[src/rtl/vc_scheduler.sv]
// vc_scheduler: round-robin scheduler moving words from four VC FIFOs to two destination FIFOs.
// Ports: clk, reset, active, vc_empty, vc0..vc3_data, d_almost_full -> vc_pop, d_push, d_data, grant, busy.
module vc_scheduler #(
    parameter int DATA_W = 6,
    parameter int BURST  = 4
) (
    input  logic              clk,
    input  logic              reset,
    input  logic              active,
    input  logic [3:0]        vc_empty,
    input  logic [DATA_W-1:0] vc0_data,
    input  logic [DATA_W-1:0] vc1_data,
    input  logic [DATA_W-1:0] vc2_data,
    input  logic [DATA_W-1:0] vc3_data,
    input  logic [1:0]        d_almost_full,
    output logic [3:0]        vc_pop,
    output logic [1:0]        d_push,
    output logic [DATA_W-1:0] d_data,
    output logic [1:0]        grant,
    output logic              busy
);
    typedef enum logic [1:0] {IDLE, ARB, XFER} state_t;

    localparam logic [3:0] BURST_C = 4'(BURST);

    state_t            state, state_n;
    logic [1:0]        last_grant, last_n, grant_n;
    logic [3:0]        count, count_n;
    logic              pend, pend_n;
    logic [1:0]        pend_vc;
    logic [DATA_W-1:0] pend_data, d_data_n;
    logic [1:0]        d_push_n;
    logic              busy_n;
    logic [1:0]        pick, idx;
    logic              pick_ok;
    logic              pop_ok;

    // Walk offsets 4..1 so the nearest non-empty VC after last_grant wins.
    always_comb begin
        pick    = last_grant;
        pick_ok = 1'b0;
        idx     = last_grant;
        for (int i = 4; i >= 1; i--) begin
            idx = last_grant + 2'(i);
            if (!vc_empty[idx]) begin
                pick    = idx;
                pick_ok = 1'b1;
            end
        end
    end

    assign pop_ok = (state == XFER) && !reset && active
                  && !vc_empty[grant] && (d_almost_full == 2'b00)
                  && (count < BURST_C);

    assign vc_pop = pop_ok ? 4'(4'b0001 << grant) : 4'b0000;

    always_comb begin
        state_n = state;
        grant_n = grant;
        last_n  = last_grant;
        count_n = count;
        unique case (state)
            IDLE: begin
                if (active && vc_empty != 4'hF)
                    state_n = ARB;
            end
            ARB: begin
                if (active && pick_ok) begin
                    state_n = XFER;
                    grant_n = pick;
                    count_n = 4'd0;
                end else begin
                    state_n = IDLE;
                end
            end
            XFER: begin
                if (!active) begin
                    state_n = IDLE;
                    last_n  = grant;
                end else if (pop_ok) begin
                    count_n = count + 4'd1;
                    if (count_n == BURST_C) begin
                        state_n = ARB;
                        last_n  = grant;
                    end
                end else if (vc_empty[grant]) begin
                    state_n = ARB;
                    last_n  = grant;
                end
            end
            default: state_n = IDLE;
        endcase
    end

    always_comb begin
        unique case (pend_vc)
            2'd0:    pend_data = vc0_data;
            2'd1:    pend_data = vc1_data;
            2'd2:    pend_data = vc2_data;
            default: pend_data = vc3_data;
        endcase
    end

    // FIFO read data is valid the cycle after the pop, hence the pend stage.
    always_comb begin
        pend_n   = |vc_pop;
        d_push_n = 2'b00;
        d_data_n = d_data;
        if (pend) begin
            d_data_n = pend_data;
            d_push_n = pend_data[DATA_W-1] ? 2'b10 : 2'b01;
        end
        busy_n = (state_n != IDLE) | pend_n | (d_push_n != 2'b00);
    end

    always_ff @(posedge clk) begin
        if (reset) begin
            state      <= IDLE;
            grant      <= 2'd0;
            last_grant <= 2'd3;
            count      <= 4'd0;
            pend       <= 1'b0;
            pend_vc    <= 2'd0;
            d_push     <= 2'b00;
            d_data     <= '0;
            busy       <= 1'b0;
        end else begin
            state      <= state_n;
            grant      <= grant_n;
            last_grant <= last_n;
            count      <= count_n;
            pend       <= pend_n;
            pend_vc    <= grant;
            d_push     <= d_push_n;
            d_data     <= d_data_n;
            busy       <= busy_n;
        end
    end
endmodule
[config.mk]
export PLATFORM = sky130hd
export DESIGN_NAME = vc_scheduler
export DESIGN_NICKNAME = d
export VERILOG_FILES = /design/src/rtl/vc_scheduler.sv
export SDC_FILE = /design/constraint.sdc
export NUM_CORES = 1
export LEC_CHECK = 0
export ABC_AREA = 1
export CAP_MARGIN = 0
export CORE_UTILIZATION = 44
export DETAILED_ROUTE_END_ITERATION = 16
export PLACE_DENSITY = 0.76
export SYNTH_ARGS = -nofsm -noshare
export SYNTH_HDL_FRONTEND = slang
export SYNTH_SLANG_ARGS = --single-unit
[constraint.sdc]
create_clock -name clk -period 1.65 [get_ports clk]
set_input_delay 0.33 -clock clk [delete_from_list [all_inputs] [get_ports clk]]
set_output_delay 0.33 -clock clk [all_outputs]
set_load 0.005 [all_outputs]
==> impl_metrics.csv, run 1 <==
group,metric,value,unit
worst_setup_path,critPathRequiredTime,1.32,ns
sta,worstMarginPinSlew,0.384,ns
job,maxCapViolations,0,
worst_setup_path,crit_path_max_fanout,3,
cells_and_area,area_delta_synth_final,56.0,%
floorplanning,num_io_pins,48,
worst_setup_path,worstReg2RegStart,"count[3]",
power_and_ir_drop,switching_share,26.0,%
sta,worst_skew,0.00549,ns
global_route,wire_length_of_the_first_global_routing_pass,6.14,mm
power_and_ir_drop,finalPower,0.00105,W
sta,timing.final.max_slew_violations,0,
drt,wire_per_inst,11.3,microns
floorplanning,effective_utilization_at_floorplan,47.0,%
power_and_ir_drop,power.combinational.fraction,25.2,%
worst_setup_path,critPathCaptureType,"output pin",
cells_and_area,fin_nets,305,
synth,synth.yosys.warnings,0,
drt,dr.first_iter.drc_count,50,
sta,finalWorstPathRequiredPeriod,1.92,ns
synth,synth_simple_gate_area_share,40.8,%
synth,synth_cell_types,29,
global_route,antenna_found_initial,0,
synth,synth-seq-cells,22,
synth,synth_area_in_adders,1.91,%
status,violations,"negative setup slack",
worst_setup_path,critical_path.startpoint_type,"flip-flop",
sta,rsz0062_at_grt,"yes",
global_route,groute.usage.overall,23.8,%
clock_tree,clk_latency,0.30,ns
worst_setup_path,worstSetupStartpoint,"count[3]",
placed_design,dp_hpwl,2.64,mm
synth,synthesis.nets,230,
power_and_ir_drop,power_switching,0.000274,W
clock_tree,clock_path_buffers,2,
clock_tree,numClockSinks,22,
power_and_ir_drop,pwr-share-seq,53.0,%
power_and_ir_drop,powerDensity,516,nW/um^2
placed_design,gpl.final_weighted_congestion,0.857,
power_and_ir_drop,cell_internal_pwr,0.000778,W
power_and_ir_drop,ir_drop,0.599,mV
drt,drc_errors,0,
clock_tree,cts_htree_levels,1,
sta,slew-limit-headroom,74.3,%
placed_design,placedCellCount,294,
worst_hold_path,worstHoldPathType,"flip-flop to flip-flop",
synth,synth_top_family_by_area,"simple AND/OR/NAND/NOR gates",
floorplanning,floorplan.core_area,2780,sq um
synth,synth.mux.area_fraction,0,%
power_and_ir_drop,share_clk_of_total_power,21.8,%
cells_and_area,final_instance_count_excl_fillers,299,
global_route,grt_overflow_total,0,
status,status,"complete, but fails checks",
power_and_ir_drop,p_leak,1.01,nW
worst_hold_path,hold_path.startpoint,"d_data[5]",
drt,detailedRoute.firstPassIterationCount,4,
clock_tree,cts_tree,"built",
clock_tree,cts_made_buffers,3,
clock_tree,path_clk_slew,0.11,ns
floorplanning,die_w,56.5,microns
worst_setup_path,worst-setup-path-type,"flip-flop to output pin",
sta,setup_viol,4,
sta,post-route-worst-setup-slack,-0.274,ns
clock_tree,cts-root-buf,"clkbuf_4",
drt,finalWirelength,3.37,mm
floorplanning,fp-row-count,19,
sta,final-hold-violation-count,0,
synth,yosys.area_share.xor_xnor,0.670,%
worst_setup_path,cp_data_arrival_time,1.59,ns
drt,ant_nets,0,
floorplanning,die_area,3190,sq um
synth,seq_total_area_yosys,33.7,%
sta,setup_total_negative_slack,-0.927,ns
synth,post_synth_inst_count,195,
sta,min_period_over_period,117,%
cells_and_area,num_antenna_cells,0,
synth,netlist_area,1310,sq um
floorplanning,fp.dieH,56.5,microns
drt,route.detailed.vias_per_inst,5.06,
synth,synthesized_area_divided_by_synthesized_cell_count,6.71,sq um
sta,maximum_frequency_from_static_timing_analysis,0.520,GHz
sta,holdWs,0.470,ns
global_route,largest_net_degree_at_the_start_of_global_routing,16,
synth,synth_area_in_compound_gates,15.0,%
global_route,via_count_of_the_first_global_routing_pass,1467,
cells_and_area,drive_gt1_share,22.4,%
drt,via_count,1513,
placed_design,port_buffers,47,
==> synthesized netlist by cell type (all sizes together) <==
master  instances  area (sq um)
o21a            2          15.0
a21oi          10          61.3
dfxtp          22           440
nor3            4          31.3
o22ai           1          12.5
nand4           4          25.0
o21ai          15          75.1
nand2          67           272
or2             3          18.8
a31oi           4          25.0
inv            21          78.8
nor2           14          68.8
nand3          19           105
ha              2          25.0
xnor2           1          8.76
clkbuf          1          3.75
a22oi           1          7.51
buf             3          21.3
nor3b           1          12.5
==> power groups by stage <==
stage / clock [W] / sequential (W) / combinational (W)
after floorplan: 0 / 0.000570 / 0.000116
after global placement: 0 / 0.000571 / 0.000262
after detailed placement: 0 / 0.000571 / 0.000266
after CTS: 0.000239 / 0.000559 / 0.000264
after global routing: 0.000256 / 0.000560 / 0.000300
final: 0.000229 / 0.000558 / 0.000265
==> metal layers <==
layer  vias to the layer above  global-route usage [%]  share of wire (%)
li1                        785                       -                  -
met1                       680                    30.1                 47
met2                        42                    41.2                 47
met3                         6                    5.07                4.6
met4                         0                    5.57                1.3
met5                         -                       0                  0
==> path summary, 6_finish.rpt <==
path,to,slack (ns),cells after the start
max,vc_pop[1],-0.27,6
min,d_data[5],0.47,2
max reg2reg,count[0],0.09,8
min reg2reg,d_data[5],0.47,2
==> kinds of logic (layout without fill, tap and decap cells) <==
kind of cell / Yosys count / after routing
simple gates: 112 / 112
buf+inv: 25 / 98
fa+ha+maj: 2 / 2
xor+xnor: 1 / 1
compound gates: 33 / 33
flops: 22 / 22
==> critical path, cell delays in order, from the launching register on <==
cell and delay (ns):
dfxtp_2 0.34, or2_4 0.25, nor3_4 0.25, nand2_4 0.09, buf_6 0.13, nor3_2 0.10
buf_2 0.13
==> repair_timing <==
item                       CTS  global route
pin swaps                    5             4
resized for setup           27             6
setup endpoints to repair    6             7
setup buffers                1             1
hold buffers                 0             0
==> registers in the layout, summed over array words and instances (netlist names) <==
| register | cells |
|---|---|
| d_data | 6 |
| count | 4 |
| d_push | 2 |
| grant | 2 |
| last_grant | 2 |
| pend_vc | 2 |
| state | 2 |
| busy | 1 |
| pend | 1 |
==> through the flow <==
stage | instance area, sq um | setup WS, ns | util [%]
after floorplan | 1310 | 0.177 | -
after global placement | 1980 | -0.689 | 71.2
after detailed placement | 1980 | -0.699 | 71.2
after CTS | 2010 | -0.230 | 72.4
after global routing | 2040 | -0.340 | 73.3
final | 2040 | -0.274 | 73.3
==> cells in the final DEF, fill, tap and decap left out, types with 3 or more instances in the layout <==
master and n:
buf_2 3, buf_4 26, inv_2 7, nor2_1 13, nand3_1 17, clkdlybuf4s50_1 36
dlygate4sd2_1 5, inv_1 14, a31oi_1 4, o21ai_1 5, nand4_1 4, nand2_1 63
dfxtp_1 19, clkbuf_4 3, a21oi_1 9, o21ai_0 9
==> layout make-up <==
type / count / area (sq um)
inverters: 21 / 78.8
flip-flops and latches: 22 / 449
repair buffers: 74 / 662
clock buffers: 3 / 22.5
fillers: 245 / 742
well taps: 31 / 38.8
multi-input cells: 148 / 788
Note: power is estimated with default switching activity, not from simulation.
==> run 2: changes to the inputs <==
--- a/config.mk
+++ b/config.mk
@@ -9,6 +9,7 @@
 export CAP_MARGIN = 0
 export CORE_UTILIZATION = 44
 export DETAILED_ROUTE_END_ITERATION = 16
+export GPL_TIMING_DRIVEN = 0
 export PLACE_DENSITY = 0.76
 export SYNTH_ARGS = -nofsm -noshare
 export SYNTH_HDL_FRONTEND = slang
==> run 2 against run 1 <==
Against the previous run: final cell count down 4.0%; largest cell class unchanged; critical path type unchanged; sequential share of layout area up 0.84 points; the run still ends with negative setup slack left; design area down 3.1%; wire length up 0.24%; largest power group unchanged; global-route usage down 1.8 points.
==> impl_metrics.csv, run 2 (synthesis gave the netlist of run 1 again) <==
group,metric,value,unit
clock_tree,clk_latency,0.30,ns
drt,met3_length,128,microns
worst_setup_path,critPathCaptureType,"output pin",
power_and_ir_drop,finalPower,0.00110,W
status,status,"complete, but fails checks",
sta,min_period_over_period,111,%
drt,ant_nets,0,
status,violations,"negative setup slack",
placed_design,dp_hpwl,2.50,mm
worst_setup_path,crit_path_max_fanout,5,
power_and_ir_drop,power.combinational.fraction,22.7,%
clock_tree,numClockSinks,22,
sta,setup_viol,4,
cells_and_area,num_antenna_cells,0,
worst_setup_path,cp_data_arrival_time,1.50,ns
floorplanning,die_w,56.5,microns
clock_tree,path_clk_slew,0.12,ns
worst_setup_path,worst-setup-path-type,"flip-flop to output pin",
sta,rsz0062_at_grt,"yes",
power_and_ir_drop,ir_drop,0.656,mV
cells_and_area,final_instance_count_excl_fillers,287,
drt,dr.first_iter.drc_count,48,
cells_and_area,largest_register_ffs,6,
drt,route.detailed.vias_per_inst,5.04,
sta,final-hold-violation-count,0,
floorplanning,die_area,3190,sq um
floorplanning,floorplan.core_area,2780,sq um
placed_design,detailed_place.area,1820,sq um
global_route,antenna_found_initial,0,
drt,drc_errors,0,
sta,timing.final.max_slew_violations,0,
cells_and_area,area_delta_synth_final,51.1,%
drt,detailedRoute.firstPassIterationCount,4,
drt,wl_met1,1.53,mm
sta,slew-limit-headroom,72.3,%
worst_setup_path,crit_path_top_delay_cell,"dfxtp_1",
placed_design,port_buffers,47,
worst_setup_path,critical_path.startpoint_type,"flip-flop",
placed_design,place_ws,-0.850,ns
cells_and_area,most-common-layout-cells,"nand2_1, clkdlybuf4s50_1, nand3_1, dfxtp_1",
drt,dr_wl_met2,1.70,mm
placed_design,gpl.final_weighted_congestion,0.805,
worst_hold_path,worstHoldPathType,"flip-flop to flip-flop",
worst_setup_path,critPathRequiredTime,1.32,ns
floorplanning,fp.dieH,56.5,microns
drt,maxUsedRoutingLayer,"met4",
floorplanning,effective_utilization_at_floorplan,47.0,%
global_route,wire_length_of_the_first_global_routing_pass,5.65,mm
cells_and_area,layout.core_utilization,71.0,%
job,maxCapViolations,0,
clock_tree,cts_hold_repair.buffers,0,
clock_tree,cts_made_buffers,3,
power_and_ir_drop,switching_share,26.2,%
drt,finalWirelength,3.38,mm
cells_and_area,layout.cells.most_common,"nand2_1",
sta,maximum_frequency_from_static_timing_analysis,0.545,GHz
drt,via_count,1446,
power_and_ir_drop,power_switching,0.000290,W
cells_and_area,largest-register,"d_data",
worst_setup_path,timing.critical_path.cells,"or2_4, nor3_4, nand2_4, nor3_2, buf_2",
placed_design,placedCellCount,273,
global_route,largest_net_degree_at_the_start_of_global_routing,13,
sta,post-route-worst-setup-slack,-0.184,ns
power_and_ir_drop,p_leak,0.986,nW
sta,worst_skew,0.00332,ns
power_and_ir_drop,share_clk_of_total_power,26.6,%
global_route,groute.usage.overall,22.0,%
floorplanning,fp-row-count,19,
clock_tree,cts_htree_levels,1,
global_route,grt_overflow_total,0,
clock_tree,cts-root-buf,"clkbuf_4",
sta,finalWorstPathRequiredPeriod,1.83,ns
clock_tree,cts_tree,"built",
power_and_ir_drop,pwr-share-seq,50.7,%
cells_and_area,design_area,1980,sq um
power_and_ir_drop,cell_internal_pwr,0.000815,W
cells_and_area,fin_nets,292,
drt,wire_per_inst,11.8,microns
cells_and_area,drive_gt1_share,21.5,%
worst_setup_path,critPathMaxStageDelay,0.33,ns
clock_tree,clock_path_buffers,2,
floorplanning,num_io_pins,48,
global_route,via_count_of_the_first_global_routing_pass,1334,
sta,worstMarginPinSlew,0.414,ns
power_and_ir_drop,powerDensity,559,nW/um^2
cells_and_area,largest_registers_in_the_final_layout,"d_data (6), count (4)",
run 2: timing repair:
action | 4_1_cts | 5_1_grt
cloned | 0 | 0
setup buffers | 6 | 4
endpoints found under the setup margin | 6 | 4
pin swaps | 7 | 5
gates resized for setup | 31 | 14
run 2: layout make-up:
class	instances	area, sq um
flip-flops and latches	22	452
fillers	253	806
repair buffers	57	541
clock buffers	4	36.3
well taps	31	38.8
inverters	21	78.8
multi-input cells	148	805
plain buffers	4	25.0
run 2: layer usage:
layer / vias to the layer above / global-route usage (%)
met5: - / 0
met4: 0 / 4.88
met3: 2 / 4.38
met2: 28 / 36.1
met1: 654 / 29.8
li1: 762 / -
run 2: worst max-delay path, delay by kind of cell (launching register included):
kind                   cells  cell delay, ns
AND/OR/NAND/NOR            4            0.75
flip-flops                 1            0.33
buffers and inverters      1            0.12
run 2: path summary, 6_finish.rpt:
kind                                start             to  slack, ns  depth (start not counted)
worst min register to register  d_data[5]      d_data[5]       0.48                          2
worst max-delay path             count[3]      vc_pop[1]      -0.18                          5
worst min-delay path            d_data[5]      d_data[5]       0.48                          2
worst max register to register   count[3]  last_grant[0]       0.17                          9
run 2: power groups by stage:
stage                     combinational (W)  sequential (W)  clock (W)
after CTS                          0.000240        0.000560   0.000302
after floorplan                    0.000116        0.000570          0
after detailed placement           0.000230        0.000572          0
after global placement             0.000227        0.000572          0
final                              0.000251        0.000560   0.000294
after global routing               0.000280        0.000562   0.000322
run 2: stage by stage:
stage | setup TNS [ns] | hold slack, ns
after floorplan | 0 | 0.399
after global placement | -5.05 | 0.459
after detailed placement | -5.28 | 0.460
after CTS | -0.758 | 0.480
after global routing | -0.946 | 0.500
final | -0.600 | 0.478
==> run 3: changes to the inputs <==
--- a/config.mk
+++ b/config.mk
@@ -8,6 +8,7 @@
 export ABC_AREA = 1
 export CAP_MARGIN = 0
 export CORE_UTILIZATION = 44
+export CTS_CLUSTER_SIZE = 40
 export DETAILED_ROUTE_END_ITERATION = 16
 export GPL_TIMING_DRIVEN = 0
 export PLACE_DENSITY = 0.76
==> results of run 3 <==
Same layout as run 2: the final DEF is identical, and so are final timing and power.
